==> src/rtl/fifo_wr_ctrl_pkg.sv <==
// rtl/fifo_wr_ctrl_pkg.sv - shared dual-clock FIFO defaults and Gray/binary pointer helpers
package fifo_wr_ctrl_pkg;

    localparam int FIFO_ADDR_WIDTH  = 3;
    localparam int FIFO_SYNC_STAGES = 2;

    // Helpers work on a wide word; callers zero-extend in and truncate out.
    localparam int PTR_MAX_W = 32;

    typedef logic [PTR_MAX_W-1:0] ptr_word_t;

    function automatic ptr_word_t bin2gray(input ptr_word_t b);
        return b ^ (b >> 1);
    endfunction

    function automatic ptr_word_t gray2bin(input ptr_word_t g);
        ptr_word_t b;
        b = '0;
        b[PTR_MAX_W-1] = g[PTR_MAX_W-1];
        for (int i = PTR_MAX_W - 2; i >= 0; i--) begin
            b[i] = b[i+1] ^ g[i];
        end
        return b;
    endfunction

endpackage

==> src/rtl/fifo_ptr_sync.sv <==
// rtl/fifo_ptr_sync.sv - multi-bit, multi-stage pointer synchronizer with async active-low reset
module fifo_ptr_sync
    import fifo_wr_ctrl_pkg::*;
#(
    parameter int WIDTH  = FIFO_ADDR_WIDTH + 1,
    parameter int STAGES = FIFO_SYNC_STAGES
) (
    input  logic             clk,
    input  logic             rst_n,
    input  logic [WIDTH-1:0] d,
    output logic [WIDTH-1:0] q
);

    logic [WIDTH-1:0] stage [STAGES];

    always_ff @(posedge clk or negedge rst_n) begin
        if (!rst_n) begin
            for (int i = 0; i < STAGES; i++) begin
                stage[i] <= '0;
            end
        end else begin
            stage[0] <= d;
            for (int i = 1; i < STAGES; i++) begin
                stage[i] <= stage[i-1];
            end
        end
    end

    assign q = stage[STAGES-1];

endmodule

==> src/rtl/fifo_wr_ctrl.sv <==
// rtl/fifo_wr_ctrl.sv - write-domain pointer, full flag and fill count of the dual-clock FIFO
module fifo_wr_ctrl
    import fifo_wr_ctrl_pkg::*;
#(
    parameter int ADDR_WIDTH  = FIFO_ADDR_WIDTH,
    parameter int SYNC_STAGES = FIFO_SYNC_STAGES
) (
    input  logic                  W_CLK,
    input  logic                  W_RST,
    input  logic                  W_INC,
    input  logic [ADDR_WIDTH:0]   R_PTR,
    output logic [ADDR_WIDTH-1:0] W_ADDR,
    output logic [ADDR_WIDTH:0]   W_PTR,
    output logic                  W_FULL,
    output logic [ADDR_WIDTH:0]   W_COUNT
);

    localparam int PW = ADDR_WIDTH + 1;

    logic          w_acc;
    logic [PW-1:0] wbin;
    logic [PW-1:0] wbin_next;
    logic [PW-1:0] wgray_next;
    logic [PW-1:0] rq_gray_pre;
    logic [PW-1:0] rq_bin_pre;
    logic [PW-1:0] full_ptr;

    // The W_FULL/W_COUNT registers form the last stage of the read-pointer
    // crossing, so an R_PTR change is reflected exactly SYNC_STAGES edges later.
    fifo_ptr_sync #(
        .WIDTH  (PW),
        .STAGES (SYNC_STAGES - 1)
    ) u_rptr_sync (
        .clk   (W_CLK),
        .rst_n (W_RST),
        .d     (R_PTR),
        .q     (rq_gray_pre)
    );

    assign w_acc      = W_INC & ~W_FULL;
    assign wbin_next  = wbin + PW'(w_acc);
    assign wgray_next = PW'(bin2gray(ptr_word_t'(wbin_next)));
    assign rq_bin_pre = PW'(gray2bin(ptr_word_t'(rq_gray_pre)));

    // Full when the write pointer has lapped the read pointer by one full turn.
    assign full_ptr = {~rq_gray_pre[PW-1:PW-2], rq_gray_pre[PW-3:0]};

    always_ff @(posedge W_CLK or negedge W_RST) begin
        if (!W_RST) begin
            wbin    <= '0;
            W_PTR   <= '0;
            W_FULL  <= 1'b0;
            W_COUNT <= '0;
        end else begin
            wbin    <= wbin_next;
            W_PTR   <= wgray_next;
            W_FULL  <= (wgray_next == full_ptr);
            W_COUNT <= wbin_next - rq_bin_pre;
        end
    end

    assign W_ADDR = wbin[ADDR_WIDTH-1:0];

endmodule

==> config.mk <==
export PLATFORM = sky130hd
export DESIGN_NAME = fifo_wr_ctrl
export DESIGN_NICKNAME = d
export VERILOG_FILES = /design/src/rtl/fifo_wr_ctrl_pkg.sv /design/src/rtl/fifo_ptr_sync.sv /design/src/rtl/fifo_wr_ctrl.sv
export SDC_FILE = /design/constraint.sdc
export NUM_CORES = 1
export LEC_CHECK = 0
export ABC_AREA = 1
export ABC_CLOCK_PERIOD_IN_PS = 2400
export CAP_MARGIN = 20
export CORE_MARGIN = 5
export CORE_UTILIZATION = 30
export CTS_CLUSTER_DIAMETER = 50
export DETAILED_ROUTE_END_ITERATION = 12
export HOLD_SLACK_MARGIN = 0.1
export SETUP_SLACK_MARGIN = 0.02
export SYNTH_ARGS = -nofsm -noshare
export SYNTH_HDL_FRONTEND = slang
export SYNTH_SLANG_ARGS = --single-unit
==> constraint.sdc <==
create_clock -name W_CLK -period 2.4 [get_ports W_CLK]
set_clock_uncertainty 0.15 [all_clocks]
set_input_delay 0.24 -clock W_CLK [delete_from_list [all_inputs] [get_ports W_CLK]]
set_output_delay 0.24 -clock W_CLK [all_outputs]
set_load 0.01 [all_outputs]
==> results.md, run 1 <==
- Status: complete, no violations
- Antenna-violating nets left: 0
- DP Worst Slack: 59.5 ps
- Grt total ovfl: 0
- Power per cell area: 1370 nW/um2
- Synth Net Count: 97
- Critical path type: reg -> reg
- FP Rows: 18
- Postcts setup bufs: 0
- Gr usage total: 0.0936
- Minimum clock period: 2150 ps
- Clock power share: 0.122
- Max cap viols: 0
- Area Growth Syn to Fin: 31.9%
- Syn Std Cell Area: 796 um2
- Post-Syn Instances: 85
- Max clock buf depth: 2
- CTS sink count: 16
- WP data required: 2460 ps
- CP arrival: 2210 ps
- CP startpoint kind: register
- Post-place instance area: 1010 um2
- Relative slew slack: 0.533
- Avg Cell Area, Syn: 9.36 um2
- Max Slew Vio Count: 0
- Fin. Hold Viols: 0
- Min-delay worst type: in -> async
- Share of cells above drive strength 1: 0.103
- Synthesized flop and latch total: 16
- Sequential Power Share: 0.310
- Post-DP HPWL: 1200 um
- H-tree depth: 1
- Port-buffer cells: 18
- RSZ-0062 raised after global routing: false
- TNS Setup: 0 ps
- Width of the die: 61.5 um
- Drt pass-1 iters: 4
- Clock root cell: clkbuf_4
- Die height: 61.5 um
- # diodes: 0
- DRT Wirelength: 1460 um
- First-pass GRT wire length: 2630 um
- Hold_buf cts: 0
- Switching pwr: 0.581 mW
- Worst Setup End Kind: register
- Post-CTS resize count: 0
- Sequential-to-total area share from yosys stat: 0.503
- Worst-path clk slew: 90 ps
- Vias in the first global route: 654
- Die area: 3780 um2
- Final nets: 120
- Leading cell type in the layout, fill and taps excluded: nand2_1
- Yosys warns: 0
- Via density: 4.40
- Initial Util: 0.318
- FMAX: 0.465 GHz
- Max FO, Critical Path: 3
- Pint: 0.853 mW
- Switching share of power: 0.405
- Leakage: 0.535 nW
- RD Place Congestion: 0.798
- VDD IR-drop max: 0.508 mV
- Logic pwr share: 0.568
- Number of buffers created by CTS: 3
- Routed via count: 603
- Most frequent cells in the layout: nand2_1, clkdlybuf4s50_1, dfrtp_1
- Iteration-0 DRC Markers: 9
- Fin util: 0.420
- CTS tree: built
- Largest net degree at the start of global routing: 17
- Final WS setup: 249 ps
- Worst skew pair latency: 280 ps
- Total power draw: 1.43 mW
- DRC Markers: 0
- Avg WL per Cell: 10.6 um
- # IOs: 19
- Final period utilization: 0.896
- Design area: 1050 um2
- Core Area: 2500 um2
- Worst Max-Slew Pin Slew: 699 ps
- Netlist cell types: 14
- Initial antenna violation count: 0
- Setup-failing EPs final: 0
-- metrics by stage --
step | hold WS (ps) | instances
floorplan | -206 | 85
global placement | 402 | 133
detailed placement | 404 | 133
CTS | 226 | 137
global route | 214 | 137
finish | 222 | 137
-- layer usage --
layer	vias up	track usage	routed length, um
met2	11	0.154	730
met4	0	0.0455	15
met5	-	0	0
li1	312	-	-
met3	2	0.0231	85
met1	278	0.114	625
-- critical path, stage by stage, from the launching register on --
cell     delay, ps
dfrtp_1        440
xnor2_2        260
xor2_2         270
xor2_1         190
ha_1           160
inv_1           50
fa_1           350
inv_1           70
xor2_1         140
-- cells in the mapped netlist (all sizes together) --
cell    instances  area share
inv            13       0.061
dfrtp          16        0.50
nand4           2       0.016
xor2            4       0.053
nand2b          1       0.017
nand3          15       0.094
ha              4       0.063
a21oi           1      0.0063
nor2            2      0.0094
xnor2           1       0.020
nand2          25        0.13
fa              1       0.025
-- power by group through the flow --
stage / logic [mW] / registers (mW) / clock network, mW
final: 0.815 / 0.444 / 0.175
after CTS: 0.835 / 0.444 / 0.184
after global placement: 0.816 / 0.448 / 0
after global routing: 0.932 / 0.457 / 0.198
after floorplan: 0.457 / 0.495 / 0
after detailed placement: 0.828 / 0.450 / 0
-- sequential cells by signal, indices dropped and copies added, names as in the netlist --
| name | flops |
|---|---|
| u_rptr_sync.q | 4 |
| wbin | 3 |
| W_COUNT | 4 |
| W_FULL | 1 |
| W_PTR | 4 |
-- area by class of cell --
type / count / area [um2]
Clock buffer: 4 / 36.3
Fill cell: 255 / 1450
Inverter: 13 / 48.8
Multi-Input combinational cell: 56 / 347
Sequential cell: 16 / 400
Tap cell: 30 / 37.5
Timing Repair Buffer: 18 / 180
-- kinds of logic (layout without fill, tap and decap cells) --
group	count (synthesis)	count (layout)	share of synthesized area
AOI/OAI and AO/OA	1	1	0.00628
buffers and inverters	13	35	0.0613
and+or+nand+nor	45	45	0.267
adders and majority gates	5	5	0.0881
xor gates and xnor gates	5	5	0.0739
DFF	16	16	0.503
-- worst paths after layout --
kind,from,to,slack (ps),depth (start not counted)
worst max-delay path,u_rptr_sync.q[3],W_COUNT[2],250,8
worst min-delay path,W_RST,u_rptr_sync.q[2],220,1
worst max register to register,u_rptr_sync.q[3],W_COUNT[2],250,8
worst min register to register,wbin[0],wbin[0],420,1
max in group asynchronous,W_RST,wbin[1],1440,1
min in group W_CLK,R_PTR[3],u_rptr_sync.q[3],240,1
Power figures use the tool's default switching activity.
==> inputs of run 2 (changes only) <==
Settings changed: GPL_ROUTABILITY_DRIVEN from default to 0.
==> results of run 2 <==
Same layout as run 1: the final DEF is identical, and so are final timing and power.
